File: src/rtl/fp_op_controller.sv
// Control sequencer for the single-precision add/sub/mult datapath: steps one
// request through compare, align, ALU, rounding check and optional renormalisation.
module fp_op_controller #(
    parameter int MAX_SHIFT  = 27,
    parameter int MAX_RENORM = 1
) (
    input  logic        clk,
    input  logic        reset,
    input  logic        start,
    input  logic [1:0]  op_in,
    input  logic [7:0]  exp_diff,
    input  logic        carry,
    input  logic [26:0] frac_result,
    output logic        smaller_exp_src,
    output logic [7:0]  shift_right_qtt,
    output logic [1:0]  operation,
    output logic        normalization_src,
    output logic        shift_src,
    output logic        busy,
    output logic        done,
    output logic        err
);

    localparam int CNT_W = (MAX_RENORM < 1) ? 1 : $clog2(MAX_RENORM + 1);
    localparam logic [1:0] OP_MULT = 2'b10;
    localparam logic [1:0] OP_RSVD = 2'b11;

    typedef enum logic [2:0] {
        IDLE,
        CMP,
        ALIGN,
        ALU,
        RND_CHK,
        RENORM,
        DONE
    } state_t;

    state_t           state;
    state_t           stateNext;
    logic [1:0]       opReg;
    logic [1:0]       opNext;
    logic [CNT_W-1:0] renormCnt;
    logic [CNT_W-1:0] renormCntNext;
    logic             smallerNext;
    logic [7:0]       qttNext;
    logic [1:0]       operationNext;
    logic             normSrcNext;
    logic             shiftSrcNext;
    logic             errNext;
    logic             unusedFracBits;

    // Only the hidden-bit position of the fraction steers the sequence.
    assign unusedFracBits = ^frac_result[25:0];

    // Alignment amount: |expA-expB| taken in 9 bits so -128 stays representable,
    // then clamped to the point where the whole fraction is shifted out.
    function automatic logic [7:0] satShift(input logic signed [7:0] diff);
        logic signed [8:0] wide;
        logic [8:0]        mag;
        wide = {diff[7], diff};
        mag  = diff[7] ? $unsigned(-wide) : $unsigned(wide);
        if (mag > 9'(MAX_SHIFT)) begin
            satShift = 8'(MAX_SHIFT);
        end else begin
            satShift = mag[7:0];
        end
    endfunction

    always_comb begin
        stateNext     = state;
        opNext        = opReg;
        renormCntNext = renormCnt;
        smallerNext   = smaller_exp_src;
        qttNext       = shift_right_qtt;
        operationNext = operation;
        normSrcNext   = normalization_src;
        shiftSrcNext  = shift_src;
        errNext       = err;

        unique case (state)
            IDLE: begin
                if (start) begin
                    opNext        = op_in;
                    errNext       = 1'b0;
                    renormCntNext = '0;
                    stateNext     = CMP;
                end
            end
            CMP: begin
                if (opReg == OP_RSVD) begin
                    errNext   = 1'b1;
                    stateNext = DONE;
                end else begin
                    if (opReg == OP_MULT) begin
                        smallerNext = 1'b0;
                        qttNext     = 8'd0;
                    end else begin
                        smallerNext = ~exp_diff[7];
                        qttNext     = satShift(exp_diff);
                    end
                    stateNext = ALIGN;
                end
            end
            ALIGN: begin
                operationNext = opReg;
                normSrcNext   = 1'b1;
                stateNext     = ALU;
            end
            ALU: begin
                // Carry out of the big ALU means the sum overflowed: normalise right.
                shiftSrcNext = carry;
                normSrcNext  = 1'b0;
                stateNext    = RND_CHK;
            end
            RND_CHK: begin
                if (!frac_result[26] && (renormCnt < CNT_W'(MAX_RENORM))) begin
                    shiftSrcNext  = 1'b1;
                    normSrcNext   = 1'b0;
                    renormCntNext = renormCnt + CNT_W'(1);
                    stateNext     = RENORM;
                end else begin
                    stateNext = DONE;
                end
            end
            RENORM: begin
                stateNext = RND_CHK;
            end
            DONE: begin
                stateNext = IDLE;
            end
            default: begin
                stateNext = IDLE;
            end
        endcase
    end

    // busy and done are derived from the next state so they line up with it exactly.
    always_ff @(posedge clk) begin
        if (reset) begin
            state             <= IDLE;
            opReg             <= 2'b00;
            renormCnt         <= '0;
            smaller_exp_src   <= 1'b0;
            shift_right_qtt   <= 8'd0;
            operation         <= 2'b00;
            normalization_src <= 1'b0;
            shift_src         <= 1'b0;
            busy              <= 1'b0;
            done              <= 1'b0;
            err               <= 1'b0;
        end else begin
            state             <= stateNext;
            opReg             <= opNext;
            renormCnt         <= renormCntNext;
            smaller_exp_src   <= smallerNext;
            shift_right_qtt   <= qttNext;
            operation         <= operationNext;
            normalization_src <= normSrcNext;
            shift_src         <= shiftSrcNext;
            busy              <= (stateNext != IDLE);
            done              <= (stateNext == DONE);
            err               <= errNext;
        end
    end

endmodule

File: config.mk
export PLATFORM = sky130hd
export DESIGN_NAME = fp_op_controller
export DESIGN_NICKNAME = d
export VERILOG_FILES = /design/src/rtl/fp_op_controller.sv
export SDC_FILE = /design/constraint.sdc
export NUM_CORES = 1
export LEC_CHECK = 0
export BUFFER_PORTS_ARGS = -buffer_cell sky130_fd_sc_hd__buf_2
export CELL_PAD_IN_SITES_DETAIL_PLACEMENT = 1
export CELL_PAD_IN_SITES_GLOBAL_PLACEMENT = 1
export CORE_MARGIN = 2
export CORE_UTILIZATION = 30
export DETAILED_ROUTE_END_ITERATION = 8
export GPL_TIMING_DRIVEN = 1
export PLACE_DENSITY = 0.86
export SYNTH_ARGS = -nofsm -noshare
export SYNTH_HDL_FRONTEND = slang
export SYNTH_SLANG_ARGS = --single-unit
File: constraint.sdc
create_clock -name clk -period 2 [get_ports clk]
set_clock_uncertainty 0.1 [all_clocks]
set_input_delay 0.4 -clock clk [delete_from_list [all_inputs] [get_ports clk]]
set_output_delay 0.4 -clock clk [all_outputs]
set_load 0.03 [all_outputs]
* Yosys cells after proc, flatten, opt, wreduce, memory -nomap -nowiden
Cells that the tools add are included.
** Operators by class
- Bitwise logic cells :: 2
- $add $sub $neg :: 2
- Equal/unequal tests :: 11
- Reduce and logical (&&, ||, !) cells :: 15
- Magnitude comparators :: 2
- Multiplexer cells :: 17
** Operators with widths (count)
- 8-bit two-way mux :: 2
- 3-bit case mux with 5 select lines :: 1
- 3-bit equality test, second input constant :: 3
- 9-bit by 5-bit > comparator with 1-bit output, second input constant :: 1
- 9-bit two-way mux :: 1
- 8-bit negation with 9-bit output :: 1
- 2-bit AND reduction :: 4
- 3-bit by 2-bit equality test with 1-bit output, second input constant :: 2
- 1-bit two-way mux :: 6
- 3-bit two-way mux :: 2
- 2-bit inequality test, second input constant :: 3
- 1-bit case mux with 2 select lines :: 3
- 3-bit AND reduction :: 2
- 2-bit nonzero test :: 3
- 3-bit nonzero test :: 2
- 2-bit equality test, second input constant :: 2
- 3-bit by 1-bit equality test with 1-bit output, second input constant :: 1
- 3-bit zero test :: 1
- 1-bit case mux with 3 select lines :: 1
- 2-bit two-way mux :: 1
- 1-bit NOT :: 2
- 2-bit OR reduction :: 1
- 1-bit adder, second input constant :: 1
- 1-bit logical AND :: 1
- other kinds (2) :: 2
** Storage, ports and cells
- Output and inout port bits :: 16
- Register bits after elaboration :: 22
- Logic and storage cells :: 60
- Bits of input ports :: 41

* Depth between registers and ports, before layout
Gate-level depths: netlist of run 1.
- Depth after elaboration :: 5
- Depth in mapped cells :: 6
- Mapped depth without buffers :: 6

* Worst setup path after synthesis of run 1
OpenSTA, ideal clock, no wires.
- Path kind :: in2reg
- From :: input port exp_diff[1]
- To :: register shift_right_qtt[2]
- Data required time :: 1840 ps
- Library setup time :: 60 ps
- Arrival :: 1426 ps
- Path buffers :: 0
- Slack :: 414 ps
- Stages :: 6
- Cells stage by stage :: inv_1 > ha_1 > xor2_1 > o22ai_1 > a2111oi_2 > a32o_2
** Between the ends
- Cells in the longest elaborated chain, start to end :: 5
** Ends and longest elaborated chain
- start: declaration :: line 11 : input logic [7:0] exp_diff,
- 8-bit negation with 9-bit output :: line 61 : mag = diff[7] ? $unsigned(-wide) : $unsigned(wide);
- 9-bit two-way mux (*) :: line 61
- 9-bit by 5-bit > comparator with 1-bit output :: line 62 : if (mag > 9'(MAX_SHIFT)) begin
- 8-bit two-way mux (*) :: line 62
- 8-bit two-way mux (*) :: line 94 : if (opReg == OP_MULT) begin
- end signal: assignment :: line 156 : shift_right_qtt <= qttNext;
- end: declaration :: line 15 : output logic [7:0] shift_right_qtt,
Mark *: on every way between the ends. The rest lies on a longest branch, timed or not.
A chain may end at the register's enable or synchronous reset.

* Final worst setup path of run 1
- From :: register state[1]
- To :: register operation[0]
** Between the ends
- Cells in the longest elaborated chain, start to end :: 1
** Ends and longest elaborated chain
- start: declaration :: line 38 : state_t state;
- start signal: assignment :: line 152 : state <= stateNext;
- 3-bit by 2-bit equality test with 1-bit output :: line 80 : unique case (state)
- end signal: assignment :: line 157 : operation <= operationNext;
- end: declaration :: line 16 : output logic [1:0] operation,
No other way between the ends.

==> results_dict.tcl, run 1 <==
set metrics [dict create \
    synth-edff-count 0 \
    cp_cell_sequence "inv_1, nor3_1, mux2i_1, nor2_1" \
    setup_viol 0 \
    status "completed" \
    clock_latency_ns 0.30 \
    cts_sinks 22 \
    first_global_vias 1039 \
    maxCapViolCount 0 \
    gr-total-overflow 0 \
    core_area_um2 3360 \
    fin_nets 192 \
    fin_crit_ns 1.72 \
    slew-limit-headroom 0.705 \
    max_slew.worst_pin.slew_ns 0.435 \
    cts_buffer_depth 2 \
    cts_buffers 3 \
    max_stage_delay_ns 0.55 \
    hold_path_class "in2reg" \
    grt_antenna_before_repair 0 \
    hpwl_mm 2.20 \
    critical-path-top-delay-family "flip-flops" \
    io_buffers 30 \
    yosys_warnings 0 \
    ioPinCount 57 \
    cp.depth 4 \
    diodes 0 \
    htreeDepth 1 \
    setup_tns_ns 0 \
    clk_pin_slew_worst_paths_ns 0.12 \
    p_leak_nw 0.565 \
    grt_max_degree 18 \
    grt_usage 0.148 \
    ys_types 43 \
    synthToLayoutAreaGrowth_pct 21.6 \
    hold-worst-slack_ns 0.242 \
    postCtsSetupBuffers 0 \
    dieWidth_um 63.2 \
    r2r_cells 4 \
    rows 21 \
    root_buffer "clkbuf_4" \
    vias 998 \
    drt_wl_total_mm 2.82 \
    finalHoldViolCount 0 \
    whs_path_depth 3 \
    rsz0062_at_grt "no" \
    synth_seq_area_share 0.419 \
    drt-initial-drc-count 31 \
    via_per_inst 5.14 \
    fin_crit_sh 0.859 \
    cp_max_fo 11 \
    fmax_mhz 582 \
    worstPathArrival_ns 1.80 \
    dominantRegCellSynth "dfxtp_1" \
    gp_congestion 0.793 \
    highest_layer "met4" \
    route.detailed.drc 0 \
    end_kind "register" \
    antenna_left 0 \
    synth_nets 160 \
    slowest_stage "dfxtp_1" \
    cts_tree "built" \
    critPathBufInv 1 \
    criticalPathCategory "reg2reg" \
    dieArea_um2 4000 \
    wire_per_inst_um 14.5 \
    synth_cells 118 \
    peakVddDrop_v 0.000316 \
    wl_met2_mm 1.33 \
    drv_slew 0 \
    powerDensity_nw_per_um2 742 \
    cp-start-kind "register" \
    cts-resized-gates 0 \
    avgSynthCellArea_um2 8.92 \
    dr.pass1.iters 3 \
    route.met3.wl_um 105 \
    ctsHoldBuffers 0 \
    required_ns 2.08 \
    layout-drive-gt1-share 0.297 \
    met1_length_mm 1.38 \
    die_h_um 63.2 \
    async_flop_share 0 \
    ys_ff_latch 22 \
    grt_pass1_wl_mm 4.71 \
    start_util 0.313 \
    syn_area_um2 1050 \
]
-- routing by layer --
layer | GRT usage | vias to the layer above
li1 | - | 489
met1 | 0.182 | 484
met2 | 0.255 | 23
met3 | 0.0304 | 2
met4 | 0.0543 | 0
met5 | 0 | -
-- placed cells by master, fill, tap and decap left out, types with 2 or more instances in the layout --
master	netlist	layout
clkbuf_4	0	3
nand2_1	4	4
or3_1	2	2
nand3_1	2	2
buf_2	5	30
a21oi_1	10	10
xnor2_1	2	2
o21ai_0	4	4
mux2i_1	4	4
nor2b_1	2	2
dfxtp_1	22	22
nor2_1	12	12
buf_4	0	4
a311oi_1	2	2
o21bai_1	2	2
a32oi_1	2	2
nor3_1	6	6
inv_1	6	6
and3_1	4	4
-- state kept, by name, summed over array words and instances, names as in the netlist --
signal / flops
smaller_exp_src: 1
shift_src: 1
opReg: 2
done: 1
normalization_src: 1
renormCnt: 1
busy: 1
err: 1
shift_right_qtt: 8
state: 3
operation: 2
-- cells by family after synthesis --
| kind of cell | Yosys count | share of synthesized area |
|---|---|---|
| AND/OR/NAND/NOR | 40 | 0.206 |
| buffers and inverters | 13 | 0.0523 |
| AO/OA/AOI/OAI | 34 | 0.238 |
| XOR/XNOR | 3 | 0.0250 |
| flip-flops | 22 | 0.419 |
| multiplexers | 5 | 0.0488 |
| adder cells (fa/ha/maj) | 1 | 0.0119 |
-- where the power goes --
group | internal, mW | leakage (nW) | switching, mW
Combinational | 0.0960 | 0.372 | 0.160
Clock | 0.0702 | 0.0138 | 0.128
Sequential | 0.470 | 0.179 | 0.0257
-- synthesized netlist by cell type (all sizes together), types with 4 or more instances --
cell type | n | area, um2
nand2 | 4 | 15.0
a21oi | 10 | 50.1
dfxtp | 22 | 440
nor3 | 6 | 30.0
o21ai | 4 | 20.0
mux2i | 4 | 40.0
nor2 | 13 | 51.3
and3 | 4 | 25.0
buf | 5 | 25.0
inv | 6 | 22.5
-- through the flow --
stage               cell area (um2)  utilization  instances  total power, mW  setup slack, ns
floorplan                      1050            -        118            0.676            0.414
global placement               1260        0.374        191            0.745            0.154
detailed placement             1260        0.374        191            0.762           0.0987
CTS                            1280        0.381        194            0.958            0.264
global route                   1280        0.381        194             1.00            0.122
finish                         1280        0.381        194            0.949            0.281
-- worst min-delay path: cells and delay by family --
family / cells / cell delay [ns]
buffers and inverters: 1 / 0.08
muxes: 1 / 0.05
and+or+nand+nor: 1 / 0.07
-- cell type report --
cell class	count	area, um2
fill	429	2080
multi-input combinational	83	557
sequential	22	440
timing repair buffer	34	180
tap	46	57.6
clock buffer	3	22.5
inverter	6	22.5
-- final timing paths --
path,startpoint,to,slack [ns]
worst max-delay path,state[1]$_SDFF_PP0_,operation[0]$_SDFFE_PP0P_,0.28
worst min register to register,shift_right_qtt[7]$_SDFFE_PP0P_,shift_right_qtt[7]$_SDFFE_PP0P_,0.39
worst min-delay path,op_in[0],opReg[0]$_SDFFE_PP0P_,0.24
worst max register to register,state[1]$_SDFF_PP0_,operation[0]$_SDFFE_PP0P_,0.28
No activity file was read; power rests on OpenSTA's default activity.
==> inputs of run 2 (changes only) <==
--- a/config.mk
+++ b/config.mk
@@ -5,14 +5,16 @@
 export SDC_FILE = /design/constraint.sdc
 export NUM_CORES = 1
 export LEC_CHECK = 0
+export ABC_AREA = 1
 export BUFFER_PORTS_ARGS = -buffer_cell sky130_fd_sc_hd__buf_2
 export CELL_PAD_IN_SITES_DETAIL_PLACEMENT = 1
 export CELL_PAD_IN_SITES_GLOBAL_PLACEMENT = 1
+export CORE_ASPECT_RATIO = 1.5
 export CORE_MARGIN = 2
-export CORE_UTILIZATION = 30
+export CORE_UTILIZATION = 29
 export DETAILED_ROUTE_END_ITERATION = 8
 export GPL_TIMING_DRIVEN = 1
-export PLACE_DENSITY = 0.86
+export PLACE_DENSITY = 0.87
 export SYNTH_ARGS = -nofsm -noshare
 export SYNTH_HDL_FRONTEND = slang
 export SYNTH_SLANG_ARGS = --single-unit
==> results_dict.tcl, run 2 <==
set metrics [dict create \
    dieArea_um2 4070 \
    via_per_inst 4.57 \
    synth_most_common_cell "nand2_1" \
    p_leak_nw 0.667 \
    r2r_cells 9 \
    criticalPathCategory "in2reg" \
    ys_ff_latch 22 \
    hpwl_mm 1.99 \
    avgSynthCellArea_um2 7.38 \
    status "completed" \
    required_ns 2.05 \
    synth_cells 140 \
    start_util 0.303 \
    hp-start "op_in[0]" \
    diodes 0 \
    rsz0062_at_grt "no" \
    critPathBufInv 3 \
    maxCapViolCount 0 \
    gp_congestion 0.715 \
    yosys.area.top_type "dfxtp_1" \
    peakVddDrop_v 0.000658 \
    dieWidth_um 52.7 \
    cts_sinks 22 \
    setup_tns_ns 0 \
    fin_crit_sh 0.702 \
    setup_viol 0 \
    dominantRegCellSynth "dfxtp_1" \
    ys_types 25 \
    cts-resized-gates 0 \
    postLayoutCoreUtil 0.382 \
    cp_max_fo 4 \
    yosys_warnings 0 \
    synth_nets 182 \
    r2r-end "busy$_SDFF_PP0_" \
    powerDensity_nw_per_um2 965 \
    synth_seq_area_share 0.426 \
    ioPinCount 57 \
    r2r-start "state[2]$_SDFF_PP0_" \
    fin_crit_ns 1.40 \
    finalInstanceArea_um2 1300 \
    synth-edff-count 0 \
    cts_buffers 3 \
    grt_antenna_before_repair 0 \
    cp_cell_sequence "buf_2, inv_2, ha_1, inv_1, nand2_2, xor2_1, nand3b_4, nand3_1, nand2_1, a21oi_1" \
    finalHoldViolCount 0 \
    reg2reg_slack_ns 0.64 \
    end_kind "register" \
    dr.pass1.iters 3 \
    min_delay_worst_endpoint "opReg[0]$_SDFFE_PP0P_" \
    synthToLayoutAreaGrowth_pct 26.2 \
    total_power_mw 1.26 \
    wire_per_inst_um 11.4 \
    vias 983 \
    max_stage_delay_ns 0.23 \
    worstPathArrival_ns 1.46 \
    cp-start-kind "input pin" \
    largest_reg_flops 8 \
    hold-worst-slack_ns 0.313 \
    first_global_vias 972 \
    clk_pin_slew_worst_paths_ns 0.08 \
    placed_cell_area_um2 1230 \
    cts_tree "built" \
    fin_nets 216 \
    async_flop_share 0 \
    grt_max_degree 14 \
    cts_buffer_depth 2 \
    clock_latency_ns 0.27 \
    route.detailed.drc 0 \
    ctsHoldBuffers 0 \
    cp.depth 10 \
    synth_top_area_share 0.426 \
    hold_path_class "in2reg" \
    postCtsSetupBuffers 0 \
    io_buffers 30 \
    gr-total-overflow 0 \
    synthTopCellsByCount "nand2_1, dfxtp_1, a21oi_1" \
    core_area_um2 3420 \
    syn_area_um2 1030 \
    drt-initial-drc-count 10 \
    drv_slew 0 \
    top_register "shift_right_qtt" \
    die_h_um 77.1 \
    root_buffer "clkbuf_8" \
    final_common_cell "nand2_1" \
    antenna_left 0 \
    drt_wl_total_mm 2.44 \
    synthTopCellsByArea "dfxtp_1, nand2_1, a21oi_1" \
    critical-path-top-delay-family "simple AND/OR/NAND/NOR gates" \
    layout.cells.most_common_list "nand2_1, buf_2, dfxtp_1, a21oi_1, nand3_1" \
    slew-limit-headroom 0.740 \
    max_slew.worst_pin.slew_ns 0.391 \
    htreeDepth 1 \
    grt_pass1_wl_mm 4.18 \
    whs_path_depth 3 \
    layout-drive-gt1-share 0.329 \
    top_regs "shift_right_qtt (8), state (3)" \
    grt_usage 0.134 \
    slowest_stage "xor2_1" \
    rows 26 \
    fmax_mhz 712 \
]
-- run 2: changes by cell type after synthesis, sizes merged, moves of 3 or more --
cell	before	now
o21ai	4	8
nor2	13	17
nand2	4	37
buf	5	1
inv	6	18
a21oi	10	13
mux2i	4	0
nand3	2	12
and3	4	0
-- run 2: metrics by stage --
stage               setup WS, ns  cells
floorplan                  0.525    140
global placement           0.322    211
detailed placement         0.312    211
CTS                        0.584    215
global route               0.477    215
finish                     0.595    215
-- run 2: kinds of logic after synthesis --
family / share of synthesized area
adders and majority gates: 0.0121
xor gates and xnor gates: 0.00848
buffers and inverters: 0.0799
DFF: 0.426
and+or+nand+nor: 0.350
AOI/OAI and AO/OA: 0.123
-- run 2: worst register-to-register path, delay by kind of cell, from the launching register on --
family,cells,cell delay [ns]
flip-flops,1,0.42
AND/OR/NAND/NOR,5,0.38
buffers and inverters,3,0.21
AO/OA/AOI/OAI,1,0.16
-- run 2: worst max path at each step --
| stage | from | to | slack (ns) |
|---|---|---|---|
| floorplan | exp_diff[0] | shift_right_qtt[0]$_SDFFE_PP0P_ | 0.52 |
| global placement | exp_diff[0] | shift_right_qtt[1]$_SDFFE_PP0P_ | 0.32 |
| detailed placement | exp_diff[0] | shift_right_qtt[1]$_SDFFE_PP0P_ | 0.31 |
| global route | exp_diff[0] | shift_right_qtt[4]$_SDFFE_PP0P_ | 0.48 |
| CTS | exp_diff[0] | shift_right_qtt[1]$_SDFFE_PP0P_ | 0.58 |
| finish | exp_diff[0] | shift_right_qtt[1]$_SDFFE_PP0P_ | 0.60 |
-- run 2: layer usage --
metal	vias to the layer above	wire (um)	GRT usage
met5	-	0	0
met4	0	48	0.0538
met3	5	109	0.0214
met2	23	1350	0.250
met1	445	939	0.139
li1	510	-	-
-- run 2: final cells by class --
cell class	count	area, um2
fillers	471	2110
multi-input cells	97	510
flip-flops and latches	22	440
repair buffers	31	158
inverters	19	71.3
well taps	42	52.6
clock buffers	3	41.3
clock inverters	1	30.0
-- run 2: power by group --
part / switching, mW / total [mW] / internal, mW / leakage [nW]
Sequential: 0.0300 / 0.518 / 0.488 / 0.179
Clock: 0.145 / 0.412 / 0.267 / 0.0357
Combinational: 0.227 / 0.328 / 0.101 / 0.452
==> inputs of run 3 (changes only) <==
--- a/config.mk
+++ b/config.mk
@@ -11,10 +11,10 @@
 export CELL_PAD_IN_SITES_GLOBAL_PLACEMENT = 1
 export CORE_ASPECT_RATIO = 1.5
 export CORE_MARGIN = 2
-export CORE_UTILIZATION = 29
+export CORE_UTILIZATION = 26
 export DETAILED_ROUTE_END_ITERATION = 8
 export GPL_TIMING_DRIVEN = 1
-export PLACE_DENSITY = 0.87
+export PLACE_DENSITY = 0.82
 export SYNTH_ARGS = -nofsm -noshare
 export SYNTH_HDL_FRONTEND = slang
 export SYNTH_SLANG_ARGS = --single-unit
==> constraint.sdc (replaced) <==
create_clock -name clk -period 1.1 [get_ports clk]
set_clock_uncertainty 0.1 [all_clocks]
set_input_delay 0.22 -clock clk [delete_from_list [all_inputs] [get_ports clk]]
set_output_delay 0.22 -clock clk [all_outputs]
set_load 0.03 [all_outputs]
==> results_dict.tcl, run 3 (synthesis gave the netlist of run 2 again) <==
set metrics [dict create \
    status "finished with violations" \
    failed_checks "negative setup slack" \
    wl_met2_mm 2.09 \
    cts_tree "built" \
    r2r_cells 9 \
    synthToLayoutAreaGrowth_pct 76.5 \
    ctsHoldBuffers 0 \
    reg2reg_slack_ns -0.19 \
    fin_crit_sh 1.18 \
    gp_congestion 0.776 \
    peakVddDrop_v 0.000883 \
    largest_reg_flops 8 \
    first_global_vias 1220 \
    drv_slew 0 \
    io_buffers 30 \
    wire_per_inst_um 13.8 \
    rows 28 \
    hold_path_class "in2reg" \
    antenna_left 0 \
    cts_sinks 22 \
    cp-start-kind "register" \
    fin_nets 243 \
    via_per_inst 4.74 \
    hpwl_mm 2.36 \
    cts_buffers 3 \
    highest_layer "met4" \
    fmax_mhz 773 \
    dr.pass1.iters 4 \
    route.detailed.drc 0 \
    finalHoldViolCount 0 \
    dieArea_um2 4510 \
    grt_antenna_before_repair 0 \
    die_h_um 81.2 \
    end_kind "register" \
    cp_max_fo 3 \
    ioPinCount 57 \
    final_common_cell "nand2_1" \
    rsz0062_at_grt "yes" \
    criticalPathCategory "reg2reg" \
    grt_pass1_wl_mm 5.49 \
    cts_buffer_depth 2 \
    clk_pin_slew_worst_paths_ns 0.07 \
    vias 1162 \
    powerDensity_nw_per_um2 1440 \
    drt-initial-drc-count 19 \
    core_area_um2 3890 \
    r2r-start "state[1]$_SDFF_PP0_" \
    fillers 467 \
    root_buffer "clkbuf_8" \
    slowest_stage "dfxtp_2" \
    top_regs "shift_right_qtt (8), state (3)" \
    cp_cell_sequence "inv_4, nor2_4, inv_2, nor2_4, inv_2, nand2_2, o21ai_4, buf_6, nor2_1" \
    top_register "shift_right_qtt" \
    min_delay_worst_endpoint "opReg[0]$_SDFFE_PP0P_" \
    htreeDepth 1 \
    setup_tns_ns -2.61 \
    p_leak_nw 0.839 \
    r2r-end "done$_SDFF_PP0_" \
    hp-start "op_in[0]" \
    worstPathArrival_ns 1.40 \
    layout-drive-gt1-share 0.655 \
    layout.cells.most_common_list "nand2_1, buf_4, buf_6, dfxtp_2, buf_2" \
    setup_viol 22 \
    gr-total-overflow 0 \
    maxCapViolCount 0 \
    fin_crit_ns 1.29 \
    diodes 0 \
    finalWorstSetupSlack_ns -0.194 \
    met1_length_mm 1.14 \
    postLayoutCoreUtil 0.469 \
    slew-limit-headroom 0.823 \
    required_ns 1.21 \
    route.met3.wl_um 77 \
    dieWidth_um 55.5 \
    grt_usage 0.154 \
    start_util 0.266 \
    max_stage_delay_ns 0.36 \
    grt_max_degree 13 \
    drt_wl_total_mm 3.39 \
    clock_latency_ns 0.26 \
    max_slew.worst_pin.slew_ns 0.266 \
    whs_path_depth 3 \
]
[run 3: worst max-delay path by stage]
stage	cells after the start	slack (ns)	endpoint	from
global route	10	-0.29	busy$_SDFF_PP0_	state[1]$_SDFF_PP0_
CTS	9	-0.14	busy$_SDFF_PP0_	state[1]$_SDFF_PP0_
global placement	10	-0.35	shift_right_qtt[1]$_SDFFE_PP0P_	exp_diff[0]
floorplan	9	-0.1	shift_right_qtt[1]$_SDFFE_PP0P_	exp_diff[0]
detailed placement	10	-0.39	shift_right_qtt[1]$_SDFFE_PP0P_	exp_diff[0]
finish	9	-0.19	done$_SDFF_PP0_	state[1]$_SDFF_PP0_
[run 3: per-stage QoR]
step           area, um2  power [mW]  hold slack, ns  instances  setup slack (ns)
2_1_floorplan       1100        1.42           0.313        140           -0.0957
3_3_place_gp        1460        1.70           0.343        235            -0.347
3_5_place_dp        1460        1.72           0.352        235            -0.395
4_1_cts             1680        2.48           0.135        243            -0.137
5_1_grt             1820        2.78           0.163        245            -0.291
6_report            1820        2.63           0.144        245            -0.194
[run 3: metal layers]
layer,vias up,track usage
met3,8,0.0175
met4,0,0.0537
li1,569,-
met5,-,0
met1,561,0.147
met2,24,0.329
[run 3: power breakdown]
group / leakage [nW] / internal (mW) / switching, mW
Combinational: 0.623 / 0.476 / 0.585
Sequential: 0.187 / 0.901 / 0.0875
Clock: 0.0288 / 0.319 / 0.255
Total: 0.839 / 1.70 / 0.928
[run 3: critical path: cells and delay by family (launching register included)]
family	cells	cell delay, ns
flops	1	0.36
buf+inv	4	0.29
compound gates	1	0.07
simple gates	4	0.41
[run 3: final cells by class]
cell class / instances / area (um2) / area share
timing repair buffer: 57 / 470 / 0.258
multi-input combinational: 98 / 681 / 0.373
inverter: 19 / 96.3 / 0.0528
clock buffer: 4 / 55.1 / 0.0302
tap: 45 / 56.3 / 0.0309
sequential: 22 / 465 / 0.255
[run 3: repair_timing]
action	CTS	global route
pin swaps	5	7
endpoints found under the setup margin	37	36
cloned	1	0
buffers inserted	3	5
resized for setup	44	45
